File: src/rtl/pong_input_pkg.sv
// Shared types and defaults for the paddle input front end.
// Latency: n/a (types and constants only).
// Backpressure: n/a.
package pong_input_pkg;

  // Per-player movement FSM states.
  typedef enum logic [1:0] {
    IDLE = 2'd0,
    SLOW = 2'd1,
    FAST = 2'd2
  } move_state_e;

  // Resolved per-player request from the debounced up/down pair.
  typedef enum logic [1:0] {
    REQ_NONE = 2'd0,
    REQ_UP   = 2'd1,
    REQ_DOWN = 2'd2
  } move_req_e;

  localparam logic DIR_UP   = 1'b0;
  localparam logic DIR_DOWN = 1'b1;

  localparam int DEF_DEBOUNCE_CYCLES = 500000;  // 10 ms at 50 MHz
  localparam int DEF_FAST_FRAMES     = 16;
  localparam int DEF_STEP_W          = 4;
  localparam int DEF_SLOW_STEP       = 2;
  localparam int DEF_FAST_STEP       = 6;

  // Pressing both buttons cancels out, same as pressing neither.
  function automatic move_req_e resolve_req(input logic up, input logic dn);
    if (up && !dn) return REQ_UP;
    if (dn && !up) return REQ_DOWN;
    return REQ_NONE;
  endfunction

endpackage

File: src/rtl/input_debounce_bit.sv
// Single-button synchroniser + debouncer with registered rising-edge pulse.
// Latency: level change reaches pressed_o 2+DEBOUNCE_CYCLES edges later; press_edge_o one edge after that.
// Backpressure: none; free-running every cycle.
// Ports: clk_i, rst_ni (async active-low), button_i (raw async), pressed_o (debounced level),
//        press_edge_o (one-cycle pulse after pressed_o rises).
module input_debounce_bit
  import pong_input_pkg::*;
#(
  parameter int DEBOUNCE_CYCLES = DEF_DEBOUNCE_CYCLES
) (
  input  logic clk_i,
  input  logic rst_ni,
  input  logic button_i,
  output logic pressed_o,
  output logic press_edge_o
);

  localparam int CNT_W = $clog2(DEBOUNCE_CYCLES);
  localparam logic [CNT_W-1:0] CNT_LAST = CNT_W'(DEBOUNCE_CYCLES - 1);

  logic             sync1_q, sync2_q;
  logic [CNT_W-1:0] cnt_q, cnt_d;
  logic             pressed_q, pressed_d;
  logic             pressed_dly_q;
  logic             edge_q;

  // Counter only runs while the synchronised level disagrees with the
  // accepted level; any agreeing cycle throws away accumulated credit.
  always_comb begin
    cnt_d     = cnt_q;
    pressed_d = pressed_q;
    if (sync2_q == pressed_q) begin
      cnt_d = '0;
    end else if (cnt_q == CNT_LAST) begin
      pressed_d = ~pressed_q;
      cnt_d     = '0;
    end else begin
      cnt_d = cnt_q + CNT_W'(1);
    end
  end

  always_ff @(posedge clk_i or negedge rst_ni) begin
    if (!rst_ni) begin
      sync1_q       <= 1'b0;
      sync2_q       <= 1'b0;
      cnt_q         <= '0;
      pressed_q     <= 1'b0;
      pressed_dly_q <= 1'b0;
      edge_q        <= 1'b0;
    end else begin
      sync1_q       <= button_i;
      sync2_q       <= sync1_q;
      cnt_q         <= cnt_d;
      pressed_q     <= pressed_d;
      pressed_dly_q <= pressed_q;
      edge_q        <= pressed_q & ~pressed_dly_q;
    end
  end

  assign pressed_o    = pressed_q;
  assign press_edge_o = edge_q;

endmodule

File: src/rtl/paddle_input_ctrl.sv
// Multi-player paddle input: debounce all buttons, resolve up/down, one move command per frame tick.
// Latency: move outputs registered, valid the cycle after frame_tick; debounce as in input_debounce_bit.
// Backpressure: none; every frame_tick yields a command per player with a request (back-to-back allowed).
// Ports: clk, rst (async active-low), button[2*PLAYERS] (bit 2p up, 2p+1 down), frame_tick,
//        pressed, press_edge, move_valid[PLAYERS], move_dir[PLAYERS] (1=down), move_step[PLAYERS*STEP_W].
// Config: define PADDLE_ACCEL_EN to build the SLOW->FAST acceleration; otherwise every move is SLOW_STEP.
module paddle_input_ctrl
  import pong_input_pkg::*;
#(
  parameter int PLAYERS         = 2,
  parameter int DEBOUNCE_CYCLES = DEF_DEBOUNCE_CYCLES,
  parameter int FAST_FRAMES     = DEF_FAST_FRAMES,
  parameter int STEP_W          = DEF_STEP_W,
  parameter int SLOW_STEP       = DEF_SLOW_STEP,
  parameter int FAST_STEP       = DEF_FAST_STEP
) (
  input  logic                      clk,
  input  logic                      rst,
  input  logic [2*PLAYERS-1:0]      button,
  input  logic                      frame_tick,
  output logic [2*PLAYERS-1:0]      pressed,
  output logic [2*PLAYERS-1:0]      press_edge,
  output logic [PLAYERS-1:0]        move_valid,
  output logic [PLAYERS-1:0]        move_dir,
  output logic [PLAYERS*STEP_W-1:0] move_step
);

  if (DEBOUNCE_CYCLES < 2 || FAST_FRAMES < 1 ||
      SLOW_STEP >= (1 << STEP_W) || FAST_STEP >= (1 << STEP_W)) begin : g_bad_cfg
    $error("paddle_input_ctrl: invalid parameter set");
  end

  for (genvar b = 0; b < 2*PLAYERS; b++) begin : g_btn
    input_debounce_bit #(
      .DEBOUNCE_CYCLES(DEBOUNCE_CYCLES)
    ) u_db (
      .clk_i        (clk),
      .rst_ni       (rst),
      .button_i     (button[b]),
      .pressed_o    (pressed[b]),
      .press_edge_o (press_edge[b])
    );
  end

  for (genvar p = 0; p < PLAYERS; p++) begin : g_player
    move_state_e       state_q, state_d;
    move_req_e         req;
    logic              vld_q, vld_d;
    logic              dir_q, dir_d;   // doubles as "last direction" for reversal detection
    logic [STEP_W-1:0] step_q, step_d;
`ifdef PADDLE_ACCEL_EN
    localparam int HOLD_W = (FAST_FRAMES > 1) ? $clog2(FAST_FRAMES) : 1;
    logic [HOLD_W-1:0] hold_cnt_q, hold_cnt_d;
`endif

    // Sampled from the registered debounced level, so a pressed update
    // landing on the tick cycle is only seen by the following tick.
    assign req = resolve_req(pressed[2*p], pressed[2*p+1]);

    always_comb begin
      state_d = state_q;
      vld_d   = 1'b0;
      dir_d   = dir_q;
      step_d  = step_q;
`ifdef PADDLE_ACCEL_EN
      hold_cnt_d = hold_cnt_q;
`endif
      if (frame_tick) begin
        if (req == REQ_NONE) begin
          state_d = IDLE;
        end else begin
          vld_d = 1'b1;
          dir_d = (req == REQ_DOWN) ? DIR_DOWN : DIR_UP;
          if (state_q == IDLE || dir_d != dir_q) begin
            state_d = SLOW;
            step_d  = STEP_W'(SLOW_STEP);
`ifdef PADDLE_ACCEL_EN
            hold_cnt_d = '0;
`endif
          end else begin
`ifdef PADDLE_ACCEL_EN
            if (state_q == SLOW) begin
              step_d = STEP_W'(SLOW_STEP);
              if (hold_cnt_q == HOLD_W'(FAST_FRAMES - 1)) state_d = FAST;
              else hold_cnt_d = hold_cnt_q + HOLD_W'(1);
            end else begin
              step_d = STEP_W'(FAST_STEP);
            end
`else
            step_d = STEP_W'(SLOW_STEP);
`endif
          end
        end
      end
    end

    always_ff @(posedge clk or negedge rst) begin
      if (!rst) begin
        state_q <= IDLE;
        vld_q   <= 1'b0;
        dir_q   <= DIR_UP;
        step_q  <= '0;
`ifdef PADDLE_ACCEL_EN
        hold_cnt_q <= '0;
`endif
      end else begin
        state_q <= state_d;
        vld_q   <= vld_d;
        dir_q   <= dir_d;
        step_q  <= step_d;
`ifdef PADDLE_ACCEL_EN
        hold_cnt_q <= hold_cnt_d;
`endif
      end
    end

    assign move_valid[p]                 = vld_q;
    assign move_dir[p]                   = dir_q;
    assign move_step[p*STEP_W +: STEP_W] = step_q;
  end

endmodule

File: config.mk
export PLATFORM = sky130hd
export DESIGN_NAME = paddle_input_ctrl
export DESIGN_NICKNAME = d
export VERILOG_FILES = /design/src/rtl/pong_input_pkg.sv /design/src/rtl/input_debounce_bit.sv /design/src/rtl/paddle_input_ctrl.sv
export SDC_FILE = /design/constraint.sdc
export NUM_CORES = 1
export LEC_CHECK = 0
export ABC_AREA = 1
export ABC_CLOCK_PERIOD_IN_PS = 2950
export BUFFER_PORTS_ARGS = -buffer_cell sky130_fd_sc_hd__buf_4
export CAP_MARGIN = 20
export CORE_MARGIN = 8
export CORE_UTILIZATION = 45
export CTS_BUF_LIST = sky130_fd_sc_hd__clkbuf_4
export CTS_CLUSTER_DIAMETER = 150
export DETAILED_ROUTE_END_ITERATION = 7
export GPL_TIMING_DRIVEN = 0
export PLACE_DENSITY = 0.61
export SLEW_MARGIN = 20
export SYNTH_ARGS = -nofsm -noshare
export SYNTH_HDL_FRONTEND = slang
export SYNTH_SLANG_ARGS = --single-unit
File: constraint.sdc
create_clock -name clk -period 2.95 [get_ports clk]
set_input_delay 0.295 -clock clk [delete_from_list [all_inputs] [get_ports clk]]
set_output_delay 0.295 -clock clk [all_outputs]
set_load 0.01 [all_outputs]
After elaboration in Yosys (flattened, before gate mapping). Index checks and enable logic that the tools add are counted.

Flip-flop bits (word level): 102. Bits in latches: 0. Memory bits (writable): 0. ROM bits: 0. Input port bits: 7. Output and inout bits: 20. Logic and storage cells: 106. Memories kept: 0.

$add $sub $neg: 4. Multiply operators: 0. Divide/modulo/power cells: 0. Order comparisons: 0. Equality and inequality tests: 10. Shift operators: 0. Multiplexer cells: 28. Bitwise gates (word level): 18. Reduce and logical (&&, ||, !) cells: 16.

Operators by type and width (count): $mux 19 (8); $add 19x1->19 const B (4); $eq 19x19->1 const B (4); $mux 2 (8); $not 1->1 (14); $mux 1 (12); $reduce_and 2->1 (6); $and 1x1->1 (4); $eq 1x1->1 (4); $eq 2x2->1 const B (2); $logic_and 1x1->1 (4); $logic_not 1->1 (4); $logic_not 2->1 (2).

Logic depth before layout (Yosys ltp). Gate-level depths: netlist of the first run.

Depth in word-level cells: 9. Gate-level depth with buffers: 9. Gate-level depth less buffers: 9.

By module. From an unflattened synthesis of the first run, not the netlist that was laid out.

Cell total of the unflattened synthesis: 641. Area total of the unflattened synthesis: 5288.8 um2.

Modules (own cells, without submodules): input_debounce_bit (times used 4, cells an instance 151, area each 1241.2 um2, seq. area each 600.6 um2); paddle_input_ctrl (times used 1, cells an instance 37, area each 324.1 um2, seq. area each 150.1 um2).

Worst setup path before layout of the first run. No wires, ideal clock.

Path type: reg-to-reg. Start point: register g_btn[2].u_db.pressed_q. End point: register g_player[1].dir_q. Setup time: 125 ps. Arrival time: 1208 ps. Required time: 2825 ps. Path slack: 1617 ps. Stages on the path, launching flop included: 5. Buffers on the path: 0. Period minus slack after synthesis: 1333 ps. Cells stage by stage: dfrtp_1 inv_1 ha_1 nor2_1 mux2_2.

Longest elaborated chain between the ends: 9. Elaborated cells between the ends (all ways): 14. Classes of those cells: eq/ne: 1; mux: 7; bitwise: 1; reduce/logical: 5.

Ends and longest elaborated chain: start, declared (RTL line input_debounce_bit.sv:23) `logic pressed_q, pressed_d;`; start signal, assigned (RTL line input_debounce_bit.sv:54) `pressed_q <= pressed_d;`; $logic_not 1->1 (RTL line pong_input_pkg.sv:32) `if (dn && !up) return REQ_DOWN;`; $logic_and 1x1->1 (RTL line pong_input_pkg.sv:32); $mux 1 (2 in series) (RTL line pong_input_pkg.sv:32); $mux 2 (RTL line pong_input_pkg.sv:33) `return REQ_NONE;`; $mux 2 * (RTL line pong_input_pkg.sv:32); $logic_not 2->1 (RTL line paddle_input_ctrl.sv:69) `if (req == REQ_NONE) begin`; $not 1->1 (no source line); $reduce_and 2->1 (no source line); end signal, assigned (RTL line paddle_input_ctrl.sv:109) `dir_q <= dir_d;`; end, declared (RTL line paddle_input_ctrl.sv:49) `logic dir_q, dir_d; // doubles as "last direction" for reversal detection`.

Mark *: on every way between the ends. The rest lies on a longest branch, timed or not. The select of a mux whose other input is x is not followed. A chain may end at the register's enable or synchronous reset.

Worst setup path after layout of the first run.
Start point: register g_btn[1].u_db.pressed_q. End point: output port pressed[1].

RTL lines: start, declared (RTL line input_debounce_bit.sv:23); start signal, assigned (RTL line input_debounce_bit.sv:54); end, declared (RTL line paddle_input_ctrl.sv:21) `output logic [2*PLAYERS-1:0] pressed,`.

No word-level cell between the ends.

==> results summary, run 1 <==
The run finished with clean final reports. Routed signal wires occupy layers up through met4. By instance count, the leading cell after synthesis is sky130_fd_sc_hd__nor2_1. The design draws about 2300 µW. The dominant cell type by count on the critical path is sky130_fd_sc_hd__buf_4. After technology mapping, the gate count stands at around 700.

In the final routed layout, each cell accounts on average for between 10 and 15 µm. The internal portion of the total power is ~1700 µW. The post-CTS setup repair buffer count is 0. The post-detailed-placement half-perimeter wirelength is ~7800 µm.

The share of layout cells above drive strength 1 came out at between 10% and 20%. The final routed DRC violation total is 0. After synthesis the netlist holds a flip-flop and latch count of a little over 100. The met1 routed wirelength after detailed routing came out at approximately 5200 µm.

In this run the most critical hold path is launched from frame_tick. The min-delay analysis places its worst path in the category in2reg. The maximum buffer depth of the clock tree is 2. Combinational cells account for between 4 and 5% of the total power.

The routed wire length on met3 came out at 458 µm. The width of the die came out at approximately 130 µm. The worst setup path is captured at an output port. The count of buffer and inverter cells on the critical path is 2.

The top cell type by area accounts for between 40% and 50% of the synthesized area. The level count of the clock H-tree came out at 3. The post-route minimum period came out at around 1.6 ns. The final clock skew came out at 0.0170 ns. The final standard cell utilization of the core came out at 50.4%.

The biggest fanout along the worst timing path is 6. Entering global routing, the biggest net connects 103 pins. The number of warning messages in the yosys log is 0. Setup slack on the critical path of the routed design comes to ~1.3 ns.

The class of the most critical setup path is reg2out. The total via count in the routed design is 4,220. The first routing iteration left 324 violations. The number of failing hold endpoints at the final stage came out at 0. The power density normalized to cell area is approximately 380 mW/mm². Yosys attributes the largest share of cell area to sky130_fd_sc_hd__dfrtp_1, sky130_fd_sc_hd__nor2_1, sky130_fd_sc_hd__nand2_1.

In this run the cell area of the synthesized design comes to around 0.0055 mm². The per-cell via count in the routed design came out at 4.73. The routed length on met2 is between 5000 and 6000 µm. Setup repair after global routing left no endpoint under its margin. Routability-driven placement finished with a final weighted congestion of just under 0.9. The slowest library cell on the worst path is sky130_fd_sc_hd__dfrtp_1.

From synthesis to final layout, the design area changed by 9.97%. The net total in the final layout is 753. The final antenna diode count is 0. After layout, the worst path uses a little over half of the clock period. The detail route stage leaves a number of antenna-violating nets equal to 0. Counting the buffers created by CTS gives 9. The number of enable-type register cells in the synthesized netlist came out at 0. The via count of the first global-routing pass came out at about 4,000.

The number of hold-repair buffers added at the cts stage is 5. The clock reaches the later pin of the worst-skew pair after 0.47 ns. TritonCTS built the clock tree.

The part of the power in the clock network is between 30% and 40%. The cell family contributing the most delay on the critical path is flip-flops. The data arrival time at the worst-slack endpoint came out at around 1.3 ns. The startpoint identified for the worst register-to-register timing path is g_btn[1].u_db.pressed_o$_DFFE_PN0P_. The setup slack at placement came out at between 1 and 1.5 ns.

The final setup violation count is 0. The maximum single-stage delay on the critical path is 0.54 ns. The origin of the worst setup path is g_btn[1].u_db.pressed_o$_DFFE_PN0P_. The number of rows in the core area is 40.

The hold slack came out at 0.144 ns. For this run, asynchronously set or reset flops after synthesis account for 100%. The initial core utilization is 45.8%. The final-report max-slew violation count came out at 0. The net switching share of the total power is around 25%. sky130_fd_sc_hd__dfrtp_1 takes more of the synthesized area than any other cell.

The core region is around 0.012 mm². The worst setup path is launched from a flip-flop. Among all flip-flop cells after synthesis, the most frequent one is sky130_fd_sc_hd__dfrtp_1. The clock-pin slew reported for the worst setup and hold paths after clock tree synthesis is between 0.15 and 0.2 ns. The count of port buffers added during placement is 20. In this run the tightest slew margin relative to its limit is between 30% and 40%. The number of ports placed on the die boundary is 27. The total routed wirelength came out at about 11,000 µm. The critical path goes through buf_4 -> buf_4.

The slew at the pin with the worst max-slew slack is 0.956 ns. The first global-routing pass estimated approximately 19,000 µm of wire. The vertical extent of the die came out at 126 µm. Counting instances in the post-synthesis netlist gives the leading cell types as sky130_fd_sc_hd__nor2_1, sky130_fd_sc_hd__nand2_1, sky130_fd_sc_hd__dfrtp_1. The net switching power of the design came out at ~560 µW. The sequential area share after synthesis is 46.8%. The remaining global-route overflow is 0.

The average instance in the mapped netlist occupies 7.81 µm². The leakage power of the design came out at 0.00277 µW. The worst-case vdd ir drop is 285 µV.

The die covers around 0.016 mm². The post-cts resize count is 0. The number of max-cap violations is 0.

The CTS sink count came out at ~100. The number of antenna violations at the first check in global routing is 0. The number of library cell types mapped by synthesis is 36. The sequential fraction of design power came out at between 60 and 70%. The count of TritonRoute iterations in the first routing pass came out at 4. For this run, the top clock speed supported by timing is just over 600 MHz. Global routing used between 10 and 15% of the available tracks across all layers.

The CTS root buffer is sky130_fd_sc_hd__clkbuf_4. At the worst endpoint, the required time is 2.65 ns. Summed over all failing endpoints, the final setup total negative slack is 0 ns.
[tightest hold or removal path: stages]
cell and delay [ns]:
sky130_fd_sc_hd__buf_4 0.11, sky130_fd_sc_hd__inv_1 0.08, sky130_fd_sc_hd__nor2_1 0.09
[state kept, by name (all words and copies together), names as in the netlist]
| name | count |
|---|---|
| g_player.step_q | 2 |
| g_btn.u_db.sync2_q | 4 |
| g_btn.u_db.press_edge_o | 4 |
| g_player.vld_q | 2 |
| g_btn.u_db.pressed_dly_q | 4 |
| g_btn.u_db.cnt_q | 76 |
| g_btn.u_db.pressed_o | 4 |
| g_btn.u_db.sync1_q | 4 |
| g_player.dir_q | 2 |
[kinds of logic (layout without fill, tap and decap cells)]
logic type                 count (synthesis)  after routing  share of synthesized area [%]
AOI/OAI and AO/OA                         27             27                           2.71
xor gates and xnor gates                  38             38                           6.37
adders and majority gates                  6              6                           1.38
buffers and inverters                    103            144                           8.41
DFF                                      102            102                           46.8
muxes                                      2              2                          0.413
other                                      1              6                         0.0687
and+or+nand+nor                          420            420                           33.9
[worst paths after layout]
check	endpoint	slack (ns)	cells after the start
setup / recovery	pressed[1]	1.34	2
hold / removal	g_player[0].vld_q$_DFF_PN0_	0.14	3
setup reg to reg	g_player[0].dir_q$_DFFE_PN0P_	1.36	3
hold reg to reg	g_btn[1].u_db.sync2_q$_DFF_PN0_	0.36	0
max in group asynchronous	g_btn[3].u_db.cnt_q[1]$_DFF_PN0_	1.81	2
min in group asynchronous	g_btn[3].u_db.cnt_q[13]$_DFF_PN0_	0.42	2
[metrics by stage]
stage          std cells  cell area, µm²
3_3_place_gp         871            5810
2_1_floorplan        704            5480
6_report             892            6000
4_1_cts              892            6000
3_5_place_dp         871            5810
5_1_grt              892            6000
[final cells by class]
type	instances	area, µm²
sequential	102	2550
fill	1200	5910
inverter	80	300
tap	147	184
buffer	23	159
timing repair buffer	25	204
clock buffer	10	75.1
multi-input combinational	499	2460
clock inverter	6	62.6
[layout by cell type, fill, tap and decap left out, types with 2 or more instances in the layout]
cell                            instances
sky130_fd_sc_hd__a21oi_1               12
sky130_fd_sc_hd__nor3_1                 3
sky130_fd_sc_hd__dfrtp_1              102
sky130_fd_sc_hd__xor2_2                 2
sky130_fd_sc_hd__o21ai_1                2
sky130_fd_sc_hd__nand2_2               12
sky130_fd_sc_hd__dlygate4sd3_1          5
sky130_fd_sc_hd__nand3_2                3
sky130_fd_sc_hd__nor2_4                 8
sky130_fd_sc_hd__o21ai_0                8
sky130_fd_sc_hd__buf_2                  4
sky130_fd_sc_hd__nor3b_1                4
sky130_fd_sc_hd__xor2_1                25
sky130_fd_sc_hd__nand2_1              132
sky130_fd_sc_hd__xnor2_1               11
sky130_fd_sc_hd__clkinvlp_4             2
sky130_fd_sc_hd__nand4_1                6
sky130_fd_sc_hd__or2_2                  2
sky130_fd_sc_hd__nor2_2                14
sky130_fd_sc_hd__nand3_1               54
sky130_fd_sc_hd__mux2_2                 2
sky130_fd_sc_hd__conb_1                 6
sky130_fd_sc_hd__buf_4                 37
sky130_fd_sc_hd__clkbuf_4              10
sky130_fd_sc_hd__nor2_1               176
sky130_fd_sc_hd__nand3b_1               2
sky130_fd_sc_hd__inv_2                  4
sky130_fd_sc_hd__ha_1                   6
sky130_fd_sc_hd__inv_1                 76
[routing by layer]
layer  GRT usage (%)  vias up
met5               0        -
li1                -     2209
met4            4.32        0
met1            18.3     1940
met3            4.09        2
met2            23.1       69
[power by group through the flow]
stage	registers, µW	clock network [µW]	logic, µW
after global placement	1460	0	100
after detailed placement	1460	0	102
after CTS	1430	781	108
after global routing	1440	829	121
after floorplan	1460	0	51.1
final	1430	745	104
(Power assumes the default switching activity.)
==> run 2: changes to the inputs <==
--- a/config.mk
+++ b/config.mk
@@ -6,7 +6,7 @@
 export NUM_CORES = 1
 export LEC_CHECK = 0
 export ABC_AREA = 1
-export ABC_CLOCK_PERIOD_IN_PS = 2950
+export ABC_CLOCK_PERIOD_IN_PS = 1300
 export BUFFER_PORTS_ARGS = -buffer_cell sky130_fd_sc_hd__buf_4
 export CAP_MARGIN = 20
 export CORE_MARGIN = 8
@@ -15,7 +15,7 @@
 export CTS_CLUSTER_DIAMETER = 150
 export DETAILED_ROUTE_END_ITERATION = 7
 export GPL_TIMING_DRIVEN = 0
-export PLACE_DENSITY = 0.61
+export PLACE_DENSITY = 0.63
 export SLEW_MARGIN = 20
 export SYNTH_ARGS = -nofsm -noshare
 export SYNTH_HDL_FRONTEND = slang
==> constraint.sdc (replaced) <==
create_clock -name clk -period 1.3 [get_ports clk]
set_input_delay 0.13 -clock clk [delete_from_list [all_inputs] [get_ports clk]]
set_output_delay 0.13 -clock clk [all_outputs]
set_load 0.01 [all_outputs]
==> run 2 against run 1 <==
  * The flow now finishes with violations (negative setup slack)
  * Non-clock buffer count up 53
  * Highest routed layer unchanged
  * Clock skew up 0.0060 ns
  * Global-route usage up 0.20 points
  * Clock-buffer cell count unchanged
  * Worst hold slack better by 0.15 ns
  * Critical path depth up 6
  * Clock power up 130%
  * Sequential share of layout area down 6.9 points
  * Combinational power rose to 3.7 times the previous value
  * Flip-flop and latch count unchanged
  * Critical path type is now reg2reg
  * Register-to-register slack worse by 1.5 ns
==> results summary, run 2 (synthesized netlist as in run 1, its figures left out) <==
Outcome: finished, violations left (was complete, no violations). The checks that failed: negative setup slack. The class of the tightest hold or removal check is in2async (was in2reg). The core area is 0.0119 mm² (unchanged).

The total negative slack for setup checks came out at -1.43 ns (was 0 ns). The remaining max-slew budget at the tightest pin came to 38.6% (was 36.2%). The full die area came to 0.0159 mm² (unchanged). The number of antenna violations at the first check in global routing came out at 1 (was 0). The per-cell via count in the routed design is 4.81 (was 4.73). The level count of the clock H-tree is 3 (unchanged). The detail-routed net length per standard cell came out at 13.0 µm (was 12.1 µm). The total via count in the routed design came out at 4,554 (was 4,220). The final setup violation count was 39 (was 0). The clock network latency to the later pin of the worst-skew pair is 0.47 ns (about the same).

The total chip power came out at 5350 µW (was 2280 µW). The CTS sink count came to 102 (unchanged). The post-detailed-placement half-perimeter wirelength is 7690 µm (was 7820 µm).

The TritonCTS clock tree is yes (unchanged). The count of TritonRoute iterations in the first routing pass came out at 4 (unchanged). The critical path launch point type is a flip-flop (unchanged).

The width of the die came to 126 µm (unchanged). Unrepaired setup endpoints after global routing: yes (was no). The maximum buffer depth of the clock tree is 2 (unchanged).

The filler cell count came out at 988 (was 1,200). The number of rows in the core area is 40 (unchanged). The leakage power of the design is 0.00323 µW (was 0.00277 µW). The most common library cell in the layout ignoring fill and taps is sky130_fd_sc_hd__nor2_1 (unchanged). The area growth from synthesis to final layout is 33.2% (was 9.97%).

The biggest fanout along the worst timing path is 3 (was 6). The CTS root buffer is sky130_fd_sc_hd__clkbuf_4 (unchanged). The number of ports placed on the die boundary came out at 27 (unchanged).

The sequential standard cell area is 0.00259 mm² (was 0.00255 mm²). The net total in the final layout came out at 806 (was 753). The slew at the pin with the worst max-slew slack came out at 0.921 ns (was 0.956 ns). The largest net degree at the start of global routing is 103 (unchanged).

The maximum clock frequency came out at just over 700 MHz. The class of the most critical setup path is reg2reg (was reg2out). The remaining global-route overflow came out at 0 (unchanged).

The final cycle utilization of the critical path is 108%. The count of port buffers added during placement was 20 (unchanged). The via count of the first global-routing pass came to 4,217 (was 3,999).

The final-report max-slew violation count is 0 (unchanged). The count of routing violations after the opening detailed-route iteration came out at 328 (was 324). The final standard cell count with taps included and fillers excluded is 946 (was 892). The type of destination of the critical path is a flip-flop (was output port). The register with the highest flop count is g_btn.u_db.cnt_q (unchanged).

The final worst setup slack was -0.107 ns (was 1.34 ns). The flip-flop count of the largest register after layout is 76 (unchanged). The smallest clock period supported by the final layout is computed as ~1.4 ns. The combined area of the multi-input logic cells came out at 0.00318 mm² (was 0.00246 mm²). The aggregate global-route resource usage is 14.5% (was 14.3%). The initial core utilization is 45.8% (unchanged). The hold slack came out at 0.291 ns (was 0.144 ns). The final routed DRC violation total is 0 (unchanged).

The number of failing hold endpoints at the final stage is 0 (unchanged). The first-pass GRT wire length was 19,100 µm (was 18,700 µm). The number of cells after detailed placement is 871 (unchanged). The worst reg-to-reg setup slack came out at -0.11 ns (was 1.36 ns). The worst-case vdd ir drop is 600 µV (was 285 µV).

The placer's final routability congestion estimate came to 0.890 (was 0.880). The total routed wirelength is 12,300 µm (was 10,800 µm). The required time at the endpoint of the critical path came out at 1.67 ns (was 2.65 ns). The share of layout cells above drive strength 1 came out at 37.7% (was 14.2%).

The final standard cell utilization of the core came out at 61.0% (was 50.4%). Top library cells by usage in the layout, fill and taps aside: sky130_fd_sc_hd__nor2_1, sky130_fd_sc_hd__nand2_1, sky130_fd_sc_hd__dfrtp_1, sky130_fd_sc_hd__buf_4, sky130_fd_sc_hd__inv_1 (was sky130_fd_sc_hd__nor2_1, sky130_fd_sc_hd__nand2_1, sky130_fd_sc_hd__dfrtp_1, sky130_fd_sc_hd__inv_1, sky130_fd_sc_hd__nand3_1). The power density normalized to cell area is 736 mW/mm² (was 380 mW/mm²). The number of max-cap violations is 0 (unchanged). The clock-pin slew reported for the worst setup and hold paths after clock tree synthesis came to 0.16 ns (was 0.17 ns). The data arrival time at the worst-slack endpoint came out at 1.78 ns (was 1.32 ns).

The post-detailed-route count of antenna-violating nets came out at 0 (unchanged). The final clock skew came out at 0.0230 ns (was 0.0170 ns). The vertical extent of the die is 126 µm (unchanged). The number of clock buffers inserted by TritonCTS is 9 (unchanged).
## run 2: metrics by stage
stage          worst slack, ns  cell area [µm²]
3_5_place_dp            -0.224             5820
3_3_place_gp            -0.206             5820
6_report                -0.107             7270
2_1_floorplan          0.00458             5480
4_1_cts                 -0.103             6420
5_1_grt                 -0.163             7270
## run 2: layer usage
| layer | wire, µm | global-route usage (%) |
|---|---|---|
| met5 | 0 | 0 |
| met4 | 196 | 5.24 |
| met3 | 454 | 3.38 |
| met2 | 6120 | 24.0 |
| met1 | 5550 | 18.2 |
## run 2: timing repair
action                                  4_1_cts  5_1_grt
gates cloned                                  0        0
endpoints found under the setup margin       75       88
setup buffers                                18       42
gates resized for setup                      81      160
hold buffers                                  6        0
pin swaps                                    27       58
hold endpoints to repair                    107        0
## run 2: critical path: stages, from the launching register on
cell,delay [ns]
sky130_fd_sc_hd__dfrtp_1,0.44
sky130_fd_sc_hd__ha_4,0.16
sky130_fd_sc_hd__nand2_4,0.06
sky130_fd_sc_hd__buf_6,0.13
sky130_fd_sc_hd__nor2_4,0.10
sky130_fd_sc_hd__nand2_2,0.08
sky130_fd_sc_hd__nor2_4,0.13
sky130_fd_sc_hd__xnor2_1,0.15
sky130_fd_sc_hd__nor2_2,0.04
## run 2: path summary, 6_finish.rpt
kind | cells past startpoint | endpoint | startpoint
setup / recovery | 8 | g_btn[0].u_db.cnt_q[10]$_DFF_PN0_ | g_btn[0].u_db.cnt_q[0]$_DFF_PN0_
hold / removal | 2 | g_btn[3].u_db.cnt_q[15]$_DFF_PN0_ | rst
setup reg to reg | 8 | g_btn[0].u_db.cnt_q[10]$_DFF_PN0_ | g_btn[0].u_db.cnt_q[0]$_DFF_PN0_
hold reg to reg | 0 | g_btn[2].u_db.sync2_q$_DFF_PN0_ | g_btn[2].u_db.sync1_q$_DFF_PN0_
max in group asynchronous | 2 | g_btn[0].u_db.cnt_q[6]$_DFF_PN0_ | rst
min in group clk | 2 | g_btn[2].u_db.sync1_q$_DFF_PN0_ | button[2]
## run 2: area by class of cell
type                    count  area share [%]
diodes                      1          0.0344
plain buffers              16            1.91
clock buffers              10            1.03
clock inverters             6           0.860
inverters                  80            4.34
multi-input cells         499            43.8
flip-flops and latches    102            35.6
well taps                 147            2.53
repair buffers             85            9.91
## run 2: where the power goes
part / internal (µW) / switching (µW)
Combinational: 168 / 213
Clock: 603 / 1100
Sequential: 3220 / 53.1
Total: 3990 / 1360
==> run 3: changes to the inputs <==
--- a/config.mk
+++ b/config.mk
@@ -11,11 +11,12 @@
 export CAP_MARGIN = 20
 export CORE_MARGIN = 8
 export CORE_UTILIZATION = 45
-export CTS_BUF_LIST = sky130_fd_sc_hd__clkbuf_4
+export CTS_BUF_LIST = sky130_fd_sc_hd__clkbuf_8 sky130_fd_sc_hd__clkbuf_16
 export CTS_CLUSTER_DIAMETER = 150
 export DETAILED_ROUTE_END_ITERATION = 7
 export GPL_TIMING_DRIVEN = 0
 export PLACE_DENSITY = 0.63
+export RECOVER_POWER = 50
 export SLEW_MARGIN = 20
 export SYNTH_ARGS = -nofsm -noshare
 export SYNTH_HDL_FRONTEND = slang
==> run 3 against run 2 <==
  * Maximum frequency up 2.9%
  * The flow still finishes with violations (negative setup slack)
  * Final area decreased by 3.1%
  * Clock skew fell by 0.013 ns
  * Worst setup slack better by 0.039 ns
  * Utilization is 1.9 points lower
==> results summary, run 3 (synthesized netlist as in run 1, its figures left out) <==
The level count of the clock H-tree is 3 (unchanged). The required time at the endpoint of the critical path is 1.57 ns (was 1.67 ns). The total routed wirelength came out at 12,200 µm (was 12,300 µm).

The type of destination of the critical path is a flip-flop (unchanged). The cell depth of the worst setup path is 7 (was 8). The final cycle utilization of the critical path is 105% (was 108%).

The final-report max-slew violation count came out at 0 (unchanged). The flip-flop count of the largest register after layout is 76 (unchanged). The placer's final routability congestion estimate is 0.890 (unchanged). The final clock skew is 0.00951 ns (was 0.0230 ns). The post-route minimum period came out at 1.37 ns (was 1.41 ns).

The highest layer used for signal routing is met4 (unchanged). The clock-pin slew reported for the worst setup and hold paths after clock tree synthesis came out at 0.07 ns (was 0.16 ns). The initial core utilization is 45.8% (unchanged). Cell breakdown of the critical path: ha_4 -> nand2_4 -> inv_4 -> buf_4 -> buf_4 -> buf_6 -> nor3_4 (was ha_4 -> nand2_4 -> buf_6 -> nor2_4 -> nand2_2 -> nor2_4 -> xnor2_1 -> nor2_2).

The instance area at placement is 0.00582 mm² (unchanged). The number of ports placed on the die boundary came to 27 (unchanged). The cell count of the worst reg-to-reg path is 7 (was 8). The net total in the final layout came to 791 (was 806). The final antenna diode count came out at 0 (was 1). The worst reg-to-reg setup slack is -0.07 ns (was -0.11 ns).

The width of the die came out at 126 µm (unchanged). The first-pass GRT wire length is 19,300 µm (was 19,100 µm). The vertical extent of the die was 126 µm (unchanged). The remaining max-slew budget at the tightest pin came to 40.0% (was 38.6%).

The count of port buffers added during placement came out at 20 (unchanged). The slew at the pin with the worst max-slew slack came to 0.900 ns (was 0.921 ns). The worst hold path terminates at g_player[1].vld_q$_DFF_PN0_. The clock network latency to the later pin of the worst-skew pair is 0.36 ns (was 0.47 ns). The filler cell count is 1,025 (was 988). The routed length on met2 came out at 5910 µm (was 6120 µm). The full die area is 0.0159 mm² (unchanged). The reg-to-reg endpoint is g_btn[0].u_db.cnt_q[2]$_DFF_PN0_ (was g_btn[0].u_db.cnt_q[10]$_DFF_PN0_). The share of layout cells above drive strength 1 came to 31.7% (was 37.7%).

Top library cells by usage in the layout, fill and taps aside: sky130_fd_sc_hd__nor2_1, sky130_fd_sc_hd__nand2_1, sky130_fd_sc_hd__dfrtp_1, sky130_fd_sc_hd__inv_1, sky130_fd_sc_hd__buf_4 (was sky130_fd_sc_hd__nor2_1, sky130_fd_sc_hd__nand2_1, sky130_fd_sc_hd__dfrtp_1, sky130_fd_sc_hd__buf_4, sky130_fd_sc_hd__inv_1). The remaining global-route overflow is 0 (unchanged). The CTS sink count is 102 (unchanged).

The biggest fanout along the worst timing path is 3 (unchanged). The maximum buffer depth of the clock tree is 2 (unchanged). The maximum clock frequency is 731 MHz (was 711 MHz).

The leakage power of the design came out at 0.00317 µW (was 0.00323 µW). The detail-routed net length per standard cell is 13.1 µm (was 13.0 µm). The slowest library cell on the worst path is sky130_fd_sc_hd__dfrtp_1 (unchanged). The power density normalized to cell area is 900 mW/mm² (was 736 mW/mm²). The dominant cell type by count on the critical path was sky130_fd_sc_hd__buf_4 (was sky130_fd_sc_hd__nor2_4). Unrepaired setup endpoints after global routing: yes (unchanged). The number of antenna violations at the first check in global routing came out at 0 (was 1). The final routed DRC violation total came out at 0 (unchanged). The kind of cell adding the most delay to the critical path was flip-flops (unchanged). The class of the tightest hold or removal check is in2reg (was in2async). The routed wire length on met3 is 465 µm (was 454 µm).

The maximum single-stage delay on the critical path is 0.44 ns (about the same). The number of rows in the core area is 40 (unchanged). The worst-case vdd ir drop was 653 µV (was 600 µV).

The critical path launch point type was a flip-flop (unchanged). The via count of the first global-routing pass came out at 4,263 (was 4,217). The total via count in the routed design is 4,513 (was 4,554). The count of routing violations after the opening detailed-route iteration is 304 (was 328).

The source of the worst register-to-register timing path was g_btn[0].u_db.cnt_q[1]$_DFF_PN0_ (was g_btn[0].u_db.cnt_q[0]$_DFF_PN0_). The post-detailed-placement half-perimeter wirelength is 7690 µm (unchanged). The area growth from synthesis to final layout came out at 29.1% (was 33.2%). The TritonCTS clock tree was yes (unchanged). The per-cell via count in the routed design was 4.85 (was 4.81). Outcome: finished, violations left (unchanged). The count of buffer and inverter cells on the critical path came out at 4 (was 1). The number of max-cap violations is 0 (unchanged). The worst hold path passes through 3 cells. The number of failing hold endpoints at the final stage is 0 (unchanged). The CTS root buffer was sky130_fd_sc_hd__clkbuf_16 (was sky130_fd_sc_hd__clkbuf_4). The final setup violation count was 27 (was 39).

The most common library cell in the layout ignoring fill and taps is sky130_fd_sc_hd__nor2_1 (unchanged). The class of the most critical setup path was reg2reg (unchanged). The post-detailed-route count of antenna-violating nets is 0 (unchanged). The aggregate global-route resource usage is 14.8% (was 14.5%). The core area came out at 0.0119 mm² (unchanged). The count of TritonRoute iterations in the first routing pass came out at 4 (unchanged).

The total non-filler cell area in the finished layout came to 0.00705 mm² (was 0.00727 mm²). The total chip power came out at 6340 µW (was 5350 µW). The final worst setup slack was -0.0673 ns (was -0.107 ns).

The number of clock buffers inserted by TritonCTS is 9 (unchanged). The startpoint identified for the worst hold timing path is frame_tick. The met1 routed wirelength after detailed routing came out at 5530 µm (was 5550 µm). The register with the highest flop count is g_btn.u_db.cnt_q (unchanged). The data arrival time at the worst-slack endpoint came out at 1.64 ns (was 1.78 ns). Violated checks: negative setup slack (unchanged). The largest net degree at the start of global routing came out at 103 (unchanged).
run 3: final cells by class:
type	instances	area, µm²	area share, %
Multi-Input combinational cell	499	3010	42.6
Timing Repair Buffer	64	489	6.94
Clock buffer	10	239	3.39
Sequential cell	102	2580	36.6
Inverter	80	310	4.40
Tap cell	147	184	2.61
Buffer	22	176	2.50
Clock inverter	6	62.6	0.888
run 3: worst max path at each step:
stage / from / endpoint / slack (ns)
after global placement: g_btn[0].u_db.cnt_q[0]$_DFF_PN0_ / g_btn[0].u_db.cnt_q[17]$_DFF_PN0_ / -0.21
after global routing: g_btn[0].u_db.cnt_q[1]$_DFF_PN0_ / g_btn[0].u_db.cnt_q[8]$_DFF_PN0_ / -0.14
after CTS: g_btn[2].u_db.cnt_q[1]$_DFF_PN0_ / g_btn[2].u_db.cnt_q[18]$_DFF_PN0_ / -0.04
after detailed placement: g_btn[0].u_db.cnt_q[0]$_DFF_PN0_ / g_btn[0].u_db.cnt_q[5]$_DFF_PN0_ / -0.22
final: g_btn[0].u_db.cnt_q[1]$_DFF_PN0_ / g_btn[0].u_db.cnt_q[2]$_DFF_PN0_ / -0.07
after floorplan: g_btn[0].u_db.cnt_q[0]$_DFF_PN0_ / g_btn[0].u_db.cnt_q[17]$_DFF_PN0_ / 0.005
run 3: per-stage QoR:
| stage | std cells | worst slack [ns] | setup TNS, ns | util [%] | hold WS (ns) |
|---|---|---|---|---|---|
| final | 930 | -0.0673 | -0.810 | 59.2 | 0.167 |
| after detailed placement | 871 | -0.224 | -6.67 | 48.9 | 0.242 |
| after floorplan | 704 | 0.00458 | 0 | - | -0.166 |
| after global routing | 930 | -0.145 | -5.69 | 59.2 | 0.162 |
| after global placement | 871 | -0.206 | -6.14 | 48.8 | 0.240 |
| after CTS | 906 | -0.0445 | -0.324 | 54.9 | 0.149 |
run 3: repair_timing:
action,in CTS,in global routing
hold endpoints to repair,106,0
setup buffers,14,25
resized for setup,67,124
pin swaps,22,48
hold buffers,5,0
setup endpoints to repair,64,82
run 3: worst reg2reg max path, cell delays in order, from the launching register on:
cell and delay (ns):
sky130_fd_sc_hd__dfrtp_1 0.44, sky130_fd_sc_hd__ha_4 0.20, sky130_fd_sc_hd__nand2_4 0.10, sky130_fd_sc_hd__inv_4 0.06, sky130_fd_sc_hd__buf_4 0.13, sky130_fd_sc_hd__buf_4 0.13
sky130_fd_sc_hd__buf_6 0.11, sky130_fd_sc_hd__nor3_4 0.11
run 3: where the power goes:
part | switching, µW | leakage (µW) | internal, µW
Combinational | 195 | 0.00167 | 135
Sequential | 50.4 | 0.00136 | 3220
Clock | 1200 | 0.000146 | 1540
Total | 1450 | 0.00317 | 4890
run 3: layer usage:
layer / global-route usage, % / up-vias
met2: 24.0 / 82
met5: 0 / -
met4: 7.71 / 0
met3: 3.25 / 23
met1: 18.2 / 2121
li1: - / 2287
